--- src/rtl/operand_loader_pkg.sv ---
// Shared definitions for the operand loader: FSM state encoding and field widths.
package loader_defs;

    localparam int NIB_W = 4;
    localparam int CNT_W = 4;

    typedef enum logic [1:0] {
        S_A    = 2'd0,
        S_B    = 2'd1,
        S_HOLD = 2'd2,
        S_BAD  = 2'd3
    } state_t;

endpackage

--- src/rtl/operand_loader_nibble_shift_reg.sv ---
// Hex-digit shift-in register with a saturating digit counter.
// Once the register is full, further digits are dropped so the value cannot scroll.
module nibble_shift_reg
    import loader_defs::*;
#(
    parameter int WIDTH  = 32,
    parameter int DIGITS = WIDTH / NIB_W
) (
    input  logic             clk,
    input  logic             rst,
    input  logic             clear,
    input  logic             load,
    input  logic [NIB_W-1:0] nib,
    output logic [WIDTH-1:0] value,
    output logic [CNT_W-1:0] count
);

    localparam logic [CNT_W-1:0] DIGITS_C = CNT_W'(DIGITS);

    always_ff @(posedge clk) begin
        if (rst || clear) begin
            value <= '0;
            count <= '0;
        end else if (load && (count < DIGITS_C)) begin
            value <= {value[WIDTH-NIB_W-1:0], nib};
            count <= count + 1'b1;
        end
    end

endmodule

--- src/rtl/operand_loader.sv ---
// Operand entry front-end: sequences A entry, B entry and a HOLD phase in which the
// downstream element's result is captured while both operands stay frozen.
module operand_loader
    import loader_defs::*;
#(
    parameter int WIDTH  = 32,
    parameter int DIGITS = WIDTH / 4
) (
    input  logic             clk,
    input  logic             rst,
    input  logic [3:0]       nib_in,
    input  logic             nib_stb,
    input  logic             enter,
    input  logic             clr,
    input  logic [WIDTH-1:0] res_in,
    output logic [WIDTH-1:0] A,
    output logic [WIDTH-1:0] B,
    output logic             ab_valid,
    output logic             done,
    output logic [1:0]       state,
    output logic [3:0]       digit_cnt,
    output logic [WIDTH-1:0] res_q
);

    state_t           state_q;
    logic             in_a, in_b, in_hold, in_bad;
    logic             a_clear, b_clear, a_load, b_load;
    logic [CNT_W-1:0] a_cnt, b_cnt;

    assign in_a    = (state_q == S_A);
    assign in_b    = (state_q == S_B);
    assign in_hold = (state_q == S_HOLD);
    assign in_bad  = (state_q == S_BAD);

    // clr outranks enter, which outranks a digit strobe in the same cycle.
    assign a_clear = clr | (in_hold & enter) | in_bad;
    assign b_clear = clr | ((in_a | in_hold) & enter) | in_bad;
    assign a_load  = in_a & nib_stb & ~enter & ~clr;
    assign b_load  = in_b & nib_stb & ~enter & ~clr;

    nibble_shift_reg #(
        .WIDTH  (WIDTH),
        .DIGITS (DIGITS)
    ) u_reg_a (
        .clk   (clk),
        .rst   (rst),
        .clear (a_clear),
        .load  (a_load),
        .nib   (nib_in),
        .value (A),
        .count (a_cnt)
    );

    nibble_shift_reg #(
        .WIDTH  (WIDTH),
        .DIGITS (DIGITS)
    ) u_reg_b (
        .clk   (clk),
        .rst   (rst),
        .clear (b_clear),
        .load  (b_load),
        .nib   (nib_in),
        .value (B),
        .count (b_cnt)
    );

    // res_q samples on every HOLD cycle, including the one in which HOLD is left.
    always_ff @(posedge clk) begin
        if (rst) begin
            state_q  <= S_A;
            ab_valid <= 1'b0;
            done     <= 1'b0;
            res_q    <= '0;
        end else begin
            done <= 1'b0;
            if (in_hold) begin
                res_q <= res_in;
            end
            unique case (state_q)
                S_A: begin
                    if (!clr && enter) begin
                        state_q <= S_B;
                    end
                end
                S_B: begin
                    if (clr) begin
                        state_q <= S_A;
                    end else if (enter) begin
                        state_q  <= S_HOLD;
                        ab_valid <= 1'b1;
                        done     <= 1'b1;
                    end
                end
                S_HOLD: begin
                    if (clr || enter) begin
                        state_q  <= S_A;
                        ab_valid <= 1'b0;
                    end
                end
                default: begin
                    state_q  <= S_A;
                    ab_valid <= 1'b0;
                    res_q    <= '0;
                end
            endcase
        end
    end

    always_comb begin
        digit_cnt = '0;
        unique case (state_q)
            S_A:     digit_cnt = a_cnt;
            S_B:     digit_cnt = b_cnt;
            default: digit_cnt = '0;
        endcase
    end

    assign state = state_q;

endmodule

--- config.mk ---
export PLATFORM = sky130hd
export DESIGN_NAME = operand_loader
export DESIGN_NICKNAME = d
export VERILOG_FILES = /design/src/rtl/operand_loader_pkg.sv /design/src/rtl/operand_loader_nibble_shift_reg.sv /design/src/rtl/operand_loader.sv
export SDC_FILE = /design/constraint.sdc
export NUM_CORES = 1
export LEC_CHECK = 0
export CAP_MARGIN = 20
export CELL_PAD_IN_SITES_DETAIL_PLACEMENT = 0
export CELL_PAD_IN_SITES_GLOBAL_PLACEMENT = 1
export CORE_MARGIN = 4
export CORE_UTILIZATION = 32
export DETAILED_ROUTE_END_ITERATION = 7
export PLACE_DENSITY = 0.91
export SYNTH_ARGS = -nofsm -noshare
export SYNTH_HDL_FRONTEND = slang
export SYNTH_HIERARCHICAL = 1
export SYNTH_SLANG_ARGS = --single-unit
--- constraint.sdc ---
create_clock -name clk -period 1.9 [get_ports clk]
set_input_delay 0.285 -clock clk [delete_from_list [all_inputs] [get_ports clk]]
set_output_delay 0.285 -clock clk [all_outputs]
set_load 0.005 [all_outputs]
# == Word level (Yosys, flattened, before mapping) ==
# Index checks and enable logic that the tools add are counted.
# classes
multipliers,0
order_cmp,2
add_sub_neg,2
n_eq_ne,8
div_mod_pow,0
muxes,11
n_shift,0
bitwise,18
reduce_logical,13
# ops
op,count
$add A4 B1 Y4 const B,2
$and A1 B1 Y1,8
$lt A4 B4 Y1 const B,2
$mux W2,4
$pmux W4 S2,1
$pmux W2 S3,1
$reduce_or A3 Y1,2
$not A1 Y1,5
$or A1 B1 Y1,5
$eq A2 B2 Y1 const B,2
$mux W1,4
$ne A2 B1 Y1 const B,2
$ne A2 B2 Y1 const B,2
$reduce_and A4 Y1,1
$logic_and A1 B1 Y1,3
$logic_or A1 B1 Y1,3
$ne A3 B3 Y1 const B,1
$pmux W1 S3,1
$reduce_and A3 Y1,1
$eq A2 B1 Y1 const B,1
$logic_not A2 Y1,1
$reduce_or A2 Y1,1
$logic_not A1 Y1,1
# word_totals
regBits,108
ramBits,0
in_bits,41
latch_bits,0
n_memories,0
rom_bits,0
output_inout_bits,104

# == Longest topological paths before layout ==
# depth
word_depth,6
depth_mapped,8
mapped_depth_nobuf,5

# == Hierarchy ==
# The synthesis kept the hierarchy.
# modules_own_cells
mod,n_inst,cells_each,area_each_um2
nibble_shift_reg,2,158,1293.7
operand_loader,1,174,1580.3

# == Worst setup path after synthesis ==
# Ideal clock, no wire load.
# synth_timing
path_kind,input port to flip-flop
from,input enter
to,register u_reg_b.value[10]
path_slack_ns,0.173
setup_time_ns,0.070
arrival_time_ns,1.657
path_buffers,2
stages,7
t_required_ns,1.830
cell_sequence,or3b_2 > nor3b_1 > nor2b_1 > buf_4 > buf_6 > nand2_1 > a21oi_1
# synth_via
elab_chain_cells,4
word_cells_on_any_way,8
# synth_lines
element,line_no,source
start: declaration,operand_loader.sv:13,"input logic enter,"
$not A1 Y1,operand_loader.sv:39,assign b_load = in_b & nib_stb & ~enter & ~clr;
$and A1 B1 Y1 (2 in a row),operand_loader.sv:39,
net b_load,operand_loader.sv:27,"logic a_clear, b_clear, a_load, b_load;"
$logic_and A1 B1 Y1,operand_loader_nibble_shift_reg.sv:24,end else if (load && (count < DIGITS_C)) begin
end signal: assignment,operand_loader_nibble_shift_reg.sv:25,"value <= {value[WIDTH-NIB_W-1:0], nib};"
end: declaration,operand_loader_nibble_shift_reg.sv:14,"output logic [WIDTH-1:0] value,"
# The timed path passes the listed nets, and every way through them passes these cells.
# A chain may end at the register's enable or synchronous reset.

# == Worst setup path after layout ==
# layout_timing
from,input enter
to,register u_reg_a.value[14]
# layout_via
elab_chain_cells,4
word_cells_on_any_way,8
# layout_lines
element,line_no,source
$not A1 Y1,operand_loader.sv:38,assign a_load = in_a & nib_stb & ~enter & ~clr;
$and A1 B1 Y1 (2 in a row),operand_loader.sv:38,
net a_load,operand_loader.sv:27,
$logic_and A1 B1 Y1,operand_loader_nibble_shift_reg.sv:24,
end signal: assignment,operand_loader_nibble_shift_reg.sv:25,
end: declaration,operand_loader_nibble_shift_reg.sv:14,
# The timed path passes the listed nets, and every way through them passes these cells.

==> impl_metrics.tcl <==
set metrics [dict create \
    holdPathEnd "u_reg_a/value[30]" \
    grt_overflow 0 \
    fin_crit_sh 0.969 \
    clock.fmax_mhz 543 \
    drt_iter0_drc 240 \
    dpl-instance-area_um2 5780 \
    slew_headroom 0.802 \
    io_buffers 144 \
    cp-start-kind "input port" \
    viasPerCell 4.60 \
    cp_top_family "simple AND/OR/NAND/NOR gates" \
    syn_nets 533 \
    synth-seq-area-share 0.519 \
    antenna_found_initial 0 \
    dp_hpwl_um 7460 \
    io_pins 145 \
    status "completed" \
    syn_inst 490 \
    ant_nets 0 \
    final_cell_mix "clkdlybuf4s50_1 (144), nand2_1 (132), dfxtp_1 (105), a21oi_1 (98), nand2b_1 (36)" \
    grt_max_degree 43 \
    crit_buf_inv 3 \
    rr_startpoint "state[0]" \
    hp-class "flip-flop to flip-flop" \
    cts_tree "done" \
    holdPathStages 2 \
    ys_warn_count 6 \
    max_cap_violations 0 \
    finClkSkew_ns 0.00597 \
    drv_slew 0 \
    fin_tns_setup_ns 0 \
    r2r-end "u_reg_a/value[14]" \
    clockBufferDepth 2 \
    min_period_ns 1.84 \
    worst_slew_pin_slew_ns 0.297 \
    dieHeight_um 122 \
    worstPathRequired_ns 2.18 \
    reg2reg_slack_ns 0.26 \
    drc_errors 0 \
    globalplace.congestion 0.739 \
    layout_commonest_cell "clkdlybuf4s50_1" \
    syn_area_um2 4170 \
    first_global_vias 3679 \
    wirelength_um 11200 \
    syn_to_final_growth_pct 48.1 \
    arrival_ns 2.12 \
    final_area_um2 6170 \
    end_kind "flip-flop" \
    start_util 0.329 \
    critPathMaxStageDelay_ns 0.44 \
    htreeDepth 3 \
    die_w_um 122 \
    layout.nets 665 \
    num_rows 41 \
    clkTransAtPathRegs_ns 0.07 \
    grt_util_all_layers 0.146 \
    reg2reg_depth 7 \
    wl_per_cell_um 14.0 \
    p_per_area_nw_per_um2 722 \
    cts_hold_buf 0 \
    ir_drop_mv 0.356 \
    diodes 0 \
    synth_seq_cells 108 \
    crit_path_top_delay_cell "or3b_4" \
    cts_buffers 9 \
    drtPass1Iterations 4 \
    cts-root-buf "clkbuf_16" \
    drive_above_1_share 0.0638 \
    finalSetupViolCount 0 \
    grt_pass1_wl_um 17500 \
    core_area_um2 12700 \
    crit_fanout 8 \
    hp-start "u_reg_a/value[30]" \
    die_area_um2 14900 \
    finalHoldViolations 0 \
    p_leak_nw 1.94 \
    vias 3677 \
    clock_latency_ns 0.35 \
    path_class "input port to flip-flop" \
    syn_avg_cell_area_um2 8.51 \
    nFillCells 1217 \
    clock_sink_count 108 \
    ys_types 28 \
    path_cells "clkdlybuf4s50_1 > or3b_4 > nor3_2 > buf_4 > nor2b_4 > clkbuf_16 > nand2_1 > a21oi_1" \
]
[registers in the layout, summed over array words and instances (netlist names)]
name	cells
done	1
ab_valid	1
u_reg_a/count	4
u_reg_a/value	32
u_reg_b/value	32
res_q	32
u_reg_b/count	4
state	2
[cells by family (layout without fill, tap and decap cells)]
logic type / Yosys count / in the layout / synth area share
multiplexers: 4 / 4 / 0.00961
XOR/XNOR: 5 / 5 / 0.0105
AO/OA/AOI/OAI: 104 / 104 / 0.128
adder cells (fa/ha/maj): 2 / 2 / 0.00600
buffers and inverters: 41 / 178 / 0.0591
flip-flops: 108 / 108 / 0.519
AND/OR/NAND/NOR: 226 / 226 / 0.267
[cell usage after synthesis, drive strengths merged]
cell type | n | share of area
or3b | 2 | 0.0042
a31oi | 1 | 0.0015
dfxtp | 108 | 0.52
nor2 | 10 | 0.0090
a211oi | 1 | 0.0018
clkbuf | 10 | 0.0090
nor3 | 2 | 0.0024
buf | 31 | 0.050
or4b | 1 | 0.0024
or4bb | 1 | 0.0027
xor2 | 2 | 0.0042
nor3b | 1 | 0.0018
nor2b | 3 | 0.0045
nand2b | 36 | 0.054
a41oi | 2 | 0.0042
ha | 2 | 0.0060
o21ai | 1 | 0.0012
nand2 | 132 | 0.12
a21oi | 98 | 0.12
xnor2 | 3 | 0.0063
or2 | 2 | 0.0030
mux2i | 4 | 0.0096
a211o | 1 | 0.0021
nand3b | 35 | 0.063
nor4 | 1 | 0.0015
[routing by layer]
metal | vias up | part of all wire | track usage
met5 | - | 0 | 0
met4 | 0 | 0.017 | 0.0588
met3 | 12 | 0.069 | 0.0455
met2 | 105 | 0.48 | 0.250
met1 | 1687 | 0.44 | 0.170
li1 | 1873 | - | -
[power breakdown]
part | internal [mW] | leakage, nW | switching, mW
Clock | 1.10 | 0.150 | 0.804
Sequential | 2.27 | 0.872 | 0.00977
Combinational | 0.157 | 0.919 | 0.117
Total | 3.53 | 1.94 | 0.931
[worst max-delay path by stage]
stage / start / slack (ns) / depth (start not counted) / to
2_1_floorplan: enter / 0.17 / 7 / u_reg_b/value[10]
3_3_place_gp: nib_stb / -0.40 / 7 / u_reg_b/count[0]
3_5_place_dp: enter / -0.40 / 7 / u_reg_b/value[25]
4_1_cts: enter / 0.01 / 8 / u_reg_a/count[0]
5_1_grt: enter / -0.02 / 8 / u_reg_a/value[9]
6_report: enter / 0.06 / 8 / u_reg_a/value[14]
[area by class of cell]
cell class	count	area, um2	area share
clock buffers	13	260	0.0422
clock inverters	3	43.8	0.00710
multi-input cells	341	1780	0.289
flip-flops and latches	108	2170	0.351
well taps	172	215	0.0349
repair buffers	162	1700	0.276
[timing repair]
action | 4_1_cts | 5_1_grt
setup endpoints to repair | 13 | 42
resized for setup | 2 | 5
setup buffers | 0 | 0
gates cloned | 0 | 3
[per-stage QoR]
stage	setup WS (ns)	total power, mW	util	hold slack, ns	cells
finish	0.0581	4.46	0.487	0.452	799
global route	-0.0200	4.67	0.487	0.474	799
CTS	0.0104	4.54	0.481	0.457	796
detailed placement	-0.405	2.59	0.457	0.447	780
global placement	-0.404	2.59	0.457	0.445	780
floorplan	0.173	2.45	-	0.362	490
[tightest hold or removal path: cells and delay by family (launching register included)]
kind	cells	cell delay [ns]
AOI/OAI and AO/OA	1	0.05
DFF	1	0.31
and+or+nand+nor	1	0.05
Note: power is estimated with default switching activity, not from simulation.
